<file path="config.mk">
export PLATFORM = sky130hd
export DESIGN_NAME = fp32_unary_stream_adapter
export DESIGN_NICKNAME = d
export VERILOG_FILES = /design/src/rtl/fp32_unary_stream_adapter.sv
export SDC_FILE = /design/constraint.sdc
export NUM_CORES = 1
export LEC_CHECK = 0
export ABC_CLOCK_PERIOD_IN_PS = 6400
export BUFFER_PORTS_ARGS = -buffer_cell sky130_fd_sc_hd__buf_4
export CORE_ASPECT_RATIO = 1.75
export CORE_UTILIZATION = 32
export CTS_CLUSTER_SIZE = 30
export DETAILED_ROUTE_END_ITERATION = 10
export GPL_ROUTABILITY_DRIVEN = 0
export PLACE_DENSITY = 0.46
export SYNTH_ARGS = -nofsm -noshare
export SYNTH_HDL_FRONTEND = slang
export SYNTH_SLANG_ARGS = --single-unit
</file>
<file path="constraint.sdc">
create_clock -name clk -period 6.4 [get_ports clk]
set_input_delay 1.92 -clock clk [delete_from_list [all_inputs] [get_ports clk]]
set_output_delay 1.92 -clock clk [all_outputs]
set_load 0.02 [all_outputs]
</file>
<file path="src/rtl/fp32_unary_stream_adapter.sv">
`timescale 1ns/1ps
// fp32_unary_stream_adapter
// Valid/ready streaming shell around a fixed-latency, non-stallable FP32 unary
// core (e.g. fp32_sqrt). Each accepted operand is registered onto core_a.
// A one-bit tag travels alongside it through a shift register. When the tag
// reaches the end of that register, the core result is written into a
// first-word-fall-through output FIFO. Admission is credit based, so the FIFO
// can never overflow: the occupancy counter covers operands still in the core
// plus results waiting in the FIFO.
//
// Ports
//   clk          clock, all state on rising edge
//   rst_n        synchronous active-low reset
//   in_valid     operand valid
//   in_ready     adapter can accept an operand this cycle (registered state only)
//   in_data      FP32 operand
//   out_valid    out_data holds a result
//   out_ready    consumer takes the result this cycle
//   out_data     FP32 result, in operand order
//   core_a       operand to the core (registered, zero when idle)
//   core_result  result from the core, LATENCY cycles after core_a
//   occupancy    accepted operands not yet popped (in flight + queued)
//   busy         occupancy != 0

module fp32_unary_stream_adapter #(
   parameter int LATENCY    = 26,
   parameter int FIFO_DEPTH = 32
) (
   input  logic                              clk,
   input  logic                              rst_n,
   input  logic                              in_valid,
   output logic                              in_ready,
   input  logic [31:0]                       in_data,
   output logic                              out_valid,
   input  logic                              out_ready,
   output logic [31:0]                       out_data,
   output logic [31:0]                       core_a,
   input  logic [31:0]                       core_result,
   output logic [$clog2(FIFO_DEPTH+1)-1:0]   occupancy,
   output logic                              busy
);

   localparam int OCC_W = $clog2(FIFO_DEPTH + 1);
   localparam int PTR_W = $clog2(FIFO_DEPTH);
   localparam logic [OCC_W-1:0] DEPTH_OCC = OCC_W'(FIFO_DEPTH);

   logic [LATENCY:0]  tag;
   logic [PTR_W:0]    wr_ptr;
   logic [PTR_W:0]    rd_ptr;
   logic [31:0]       mem [FIFO_DEPTH];

   logic accept;
   logic pop;
   logic push;
   logic fifo_empty;
   logic fifo_full;

   // Credit check uses only registered occupancy, so a pop frees its slot one
   // cycle later and there is no combinational path from out_ready to in_ready.
   assign in_ready   = (occupancy < DEPTH_OCC);
   assign accept     = in_valid & in_ready;

   // Extra pointer MSB separates full (MSBs differ) from empty (all equal).
   assign fifo_empty = (wr_ptr == rd_ptr);
   assign fifo_full  = (wr_ptr[PTR_W] != rd_ptr[PTR_W]) &&
                       (wr_ptr[PTR_W-1:0] == rd_ptr[PTR_W-1:0]);

   assign out_valid  = !fifo_empty;
   assign out_data   = mem[rd_ptr[PTR_W-1:0]];
   assign pop        = out_valid & out_ready;
   assign push       = tag[LATENCY];
   assign busy       = (occupancy != '0);

   always_ff @(posedge clk) begin
      if (!rst_n) begin
         occupancy <= '0;
         tag       <= '0;
         wr_ptr    <= '0;
         rd_ptr    <= '0;
         core_a    <= '0;
      end else begin
         // Idle cycles feed +0.0 so the core never sees a stale or odd operand.
         core_a <= accept ? in_data : 32'h0;
         tag    <= {tag[LATENCY-1:0], accept};

         if (accept && !pop) begin
            occupancy <= occupancy + OCC_W'(1);
         end else if (pop && !accept) begin
            occupancy <= occupancy - OCC_W'(1);
         end

         if (push) begin
            wr_ptr <= wr_ptr + (PTR_W+1)'(1);
         end
         if (pop) begin
            rd_ptr <= rd_ptr + (PTR_W+1)'(1);
         end
      end
   end

   // Storage needs no reset: contents are only visible between valid pointers.
   always_ff @(posedge clk) begin
      if (push) begin
         mem[wr_ptr[PTR_W-1:0]] <= core_result;
      end
   end

   always_ff @(posedge clk) begin
      if (rst_n) begin
         assert (!(push && fifo_full));
         assert (!(pop && fifo_empty));
         assert (occupancy <= DEPTH_OCC);
      end
   end

endmodule

</file>
==> results.py <==
metrics = {
    "run_status": {
        "outcome": "completed",
    },
    "clock_network": {
        "ctsResizeCount": 0,
        "clk_latency_ps": 720,
        "cts_buffer_depth": 3,
        "cts_setup_buffers": 0,
        "tritoncts": "done",
        "hold_buffers": 0,
        "root_buffer": "clkbuf_16",
        "cts_sinks": 1106,
        "htreeDepth": 3,
        "path_clk_slew_ps": 60,
        "cts_buffers": 103,
    },
    "sta": {
        "min_period_over_period": 0.8985,
        "relSlewSlack": 0.2714,
        "finalWorstSetupSlack_ps": 649.4,
        "setup_viol": 0,
        "hold_violations": 0,
        "clock_skew_ps": 40.53,
        "period_needed_ps": 5751,
        "tns_ps": 0,
        "fmax_mhz": 173.9,
        "finalMaxSlewViolations": 0,
        "rsz0062_at_grt": "false",
        "max_slew.worst_pin.slew_ps": 1093,
    },
    "floorplanning": {
        "fp.dieH_um": 482.0,
        "core.rowCount": 175,
        "initial_core_util": 0.3234,
        "io_pins": 141,
        "die_area_mm2": 0.1332,
        "core_area_mm2": 0.1303,
        "dieWidth_um": 276.3,
    },
    "logic_synthesis": {
        "synth-compound-area-share": 0.04541,
        "yosysUniqueCellTypes": 46,
        "synthXorXnorAreaFrac": 0.002495,
        "synthTopCellsByCount": "edfxtp_1 (1024), mux2_2 (192), mux4_2 (128)",
        "yosysSeqAreaShare": 0.7688,
        "synthesis.nets": 2275,
        "synthMuxAreaShare": 0.1219,
        "synth_edf_count": 1024,
        "postSynthAreaPerCell_um2": 19.19,
        "syn_inst": 2196,
        "yosys.area.top_type": "edfxtp_1",
        "synth-simple-area-share": 0.04357,
        "synth.most_common_cell": "edfxtp_1",
        "synth_top_cell_area_share": 0.7298,
        "ys_ff_latch": 1106,
        "synth_area_leaders": "edfxtp_1 (73%), mux4_2 (6.8%), mux2_2 (5.1%)",
        "yosys_warnings": 0,
        "synth-adder-area-share": 0.003445,
        "synth_flop_cell": "edfxtp_1",
        "netlist_area_mm2": 0.04213,
        "synth_top_family_by_area": "multiplexers",
        "async_flop_share": 0,
    },
    "setup_path": {
        "critical_path_arrival_ps": 3830,
        "critical_path_class": "register to primary output",
        "worstPathRequired_ps": 4480,
        "cp-end-kind": "primary output",
        "path_max_fanout": 66,
        "startpoint_type": "register",
    },
    "drt": {
        "dr.pass1.iters": 5,
        "wl_per_cell_um": 28.65,
        "viasPerCell": 5.201,
        "wl_um": 118500,
        "drc": 0,
        "drt_iter0_markers": 1552,
        "antenna_left": 0,
        "dr_total_vias": 21505,
    },
    "cells_and_area": {
        "final_util": 0.3769,
        "stdcell_area_mm2": 0.04910,
        "final_cells": 4135,
        "drive_gt1_frac": 0.2961,
        "area_delta_synth_final_pct": 16.55,
        "regArea_mm2": 0.03240,
        "layout.nets": 2447,
        "multi_input_area_mm2": 0.009434,
        "fillers": 11824,
    },
    "placement": {
        "place_ws_ps": 1363,
        "placed_cell_area_mm2": 0.04552,
        "dp_hpwl_um": 62210,
        "placedCellCount": 3944,
        "port_buffers": 140,
    },
    "global_routing": {
        "grt_pass1_wl_um": 167900,
        "grtUsageTotal": 0.1782,
        "grt_max_degree": 87,
        "grt_pass1_vias": 22645,
        "overflow": 0,
        "grt_antenna_before_repair": 6,
    },
    "pwr": {
        "vdd_drop_max_v": 0.0002033,
        "powerDensity_mw_per_mm2": 303.1,
        "leakagePower_nw": 15.42,
    },
    "worst_hold_path": {
        "hold_path_class": "register to register",
    },
    "run": {
        "maxCapViolations": 0,
    },
}
metal layers:
| metal | wire length (um) | track usage | up-vias | share of wire |
|---|---|---|---|---|
| met2 | 64560 | 0.3393 | 526 | 0.54 |
| met1 | 46900 | 0.2075 | 11590 | 0.40 |
| met4 | 2544 | 0.04790 | 0 | 0.021 |
| li1 | - | - | 9241 | - |
| met5 | 0 | 0 | - | 0 |
| met3 | 4479 | 0.02529 | 148 | 0.038 |
registers in the layout, summed over array words and instances (netlist names), named ones only:
register   flops
occupancy      6
mem         1024
tag           27
rd_ptr         6
wr_ptr         6
core_a        32
worst max-delay path, stage by stage, from the launching register on:
cell and delay [ps]:
dfxtp_4 1030, buf_4 500, mux2_2 380, o22ai_1 190, nor3_1 80, or4_1 660
buf_4 220
final timing paths:
kind / to / cells past startpoint / slack, ps / startpoint
worst max-delay path: out_data[8] / 6 / 650 / register
worst min-delay path: tag[21] / 1 / 420 / tag[20]
worst max register to register: occupancy[5] / 11 / 2970 / wr_ptr[4]
worst min register to register: tag[21] / 1 / 420 / tag[20]
cell families after synthesis:
family                     Yosys count
and+or+nand+nor                    324
DFF                               1106
buffers and inverters              137
xor gates and xnor gates            12
adders and majority gates           11
AOI/OAI and AO/OA                  277
muxes                              329
final cells by class:
cell class                 count  area share
clock buffer                 123     0.05700
tap                         1681     0.04283
multi-input combinational    953      0.1921
sequential                  1106      0.6598
clock inverter                66     0.01577
timing repair buffer         196     0.03175
antenna                        2   0.0001019
inverter                       8   0.0006115
through the flow:
stage	power (W)	hold WS (ps)
6_report	0.01488	422.0
3_5_place_dp	0.008568	418.3
4_1_cts	0.01504	428.7
5_1_grt	0.01533	444.9
2_1_floorplan	0.008327	411.9
3_3_place_gp	0.008544	422.4
cells in the final DEF, fill, tap and decap left out, types with 7 or more instances in the layout:
master     instances
or4_1             33
o21ai_0           66
dfxtp_1           80
nor2_4            35
a22o_1            64
and3_1            33
and2_1            32
clkbuf_1          11
mux4_2           128
mux2i_1            9
o22ai_1           64
xor2_1             7
inv_1              8
nor2b_1           67
nor3_1            64
clkinv_1          15
bufinv_16         15
buf_12             7
edfxtp_1        1024
mux2_2           192
ha_1              10
clkbuf_16        108
nand2_1           22
clkinv_2          25
a211oi_1          68
buf_4            189
power breakdown:
group | internal (W) | total [W] | switching [W]
clock network | 0.00374 | 0.00647 | 0.00274
logic | 0.000180 | 0.000464 | 0.000284
registers | 0.00792 | 0.00795 | 0.0000311
No activity file was read; power rests on OpenSTA's default activity.
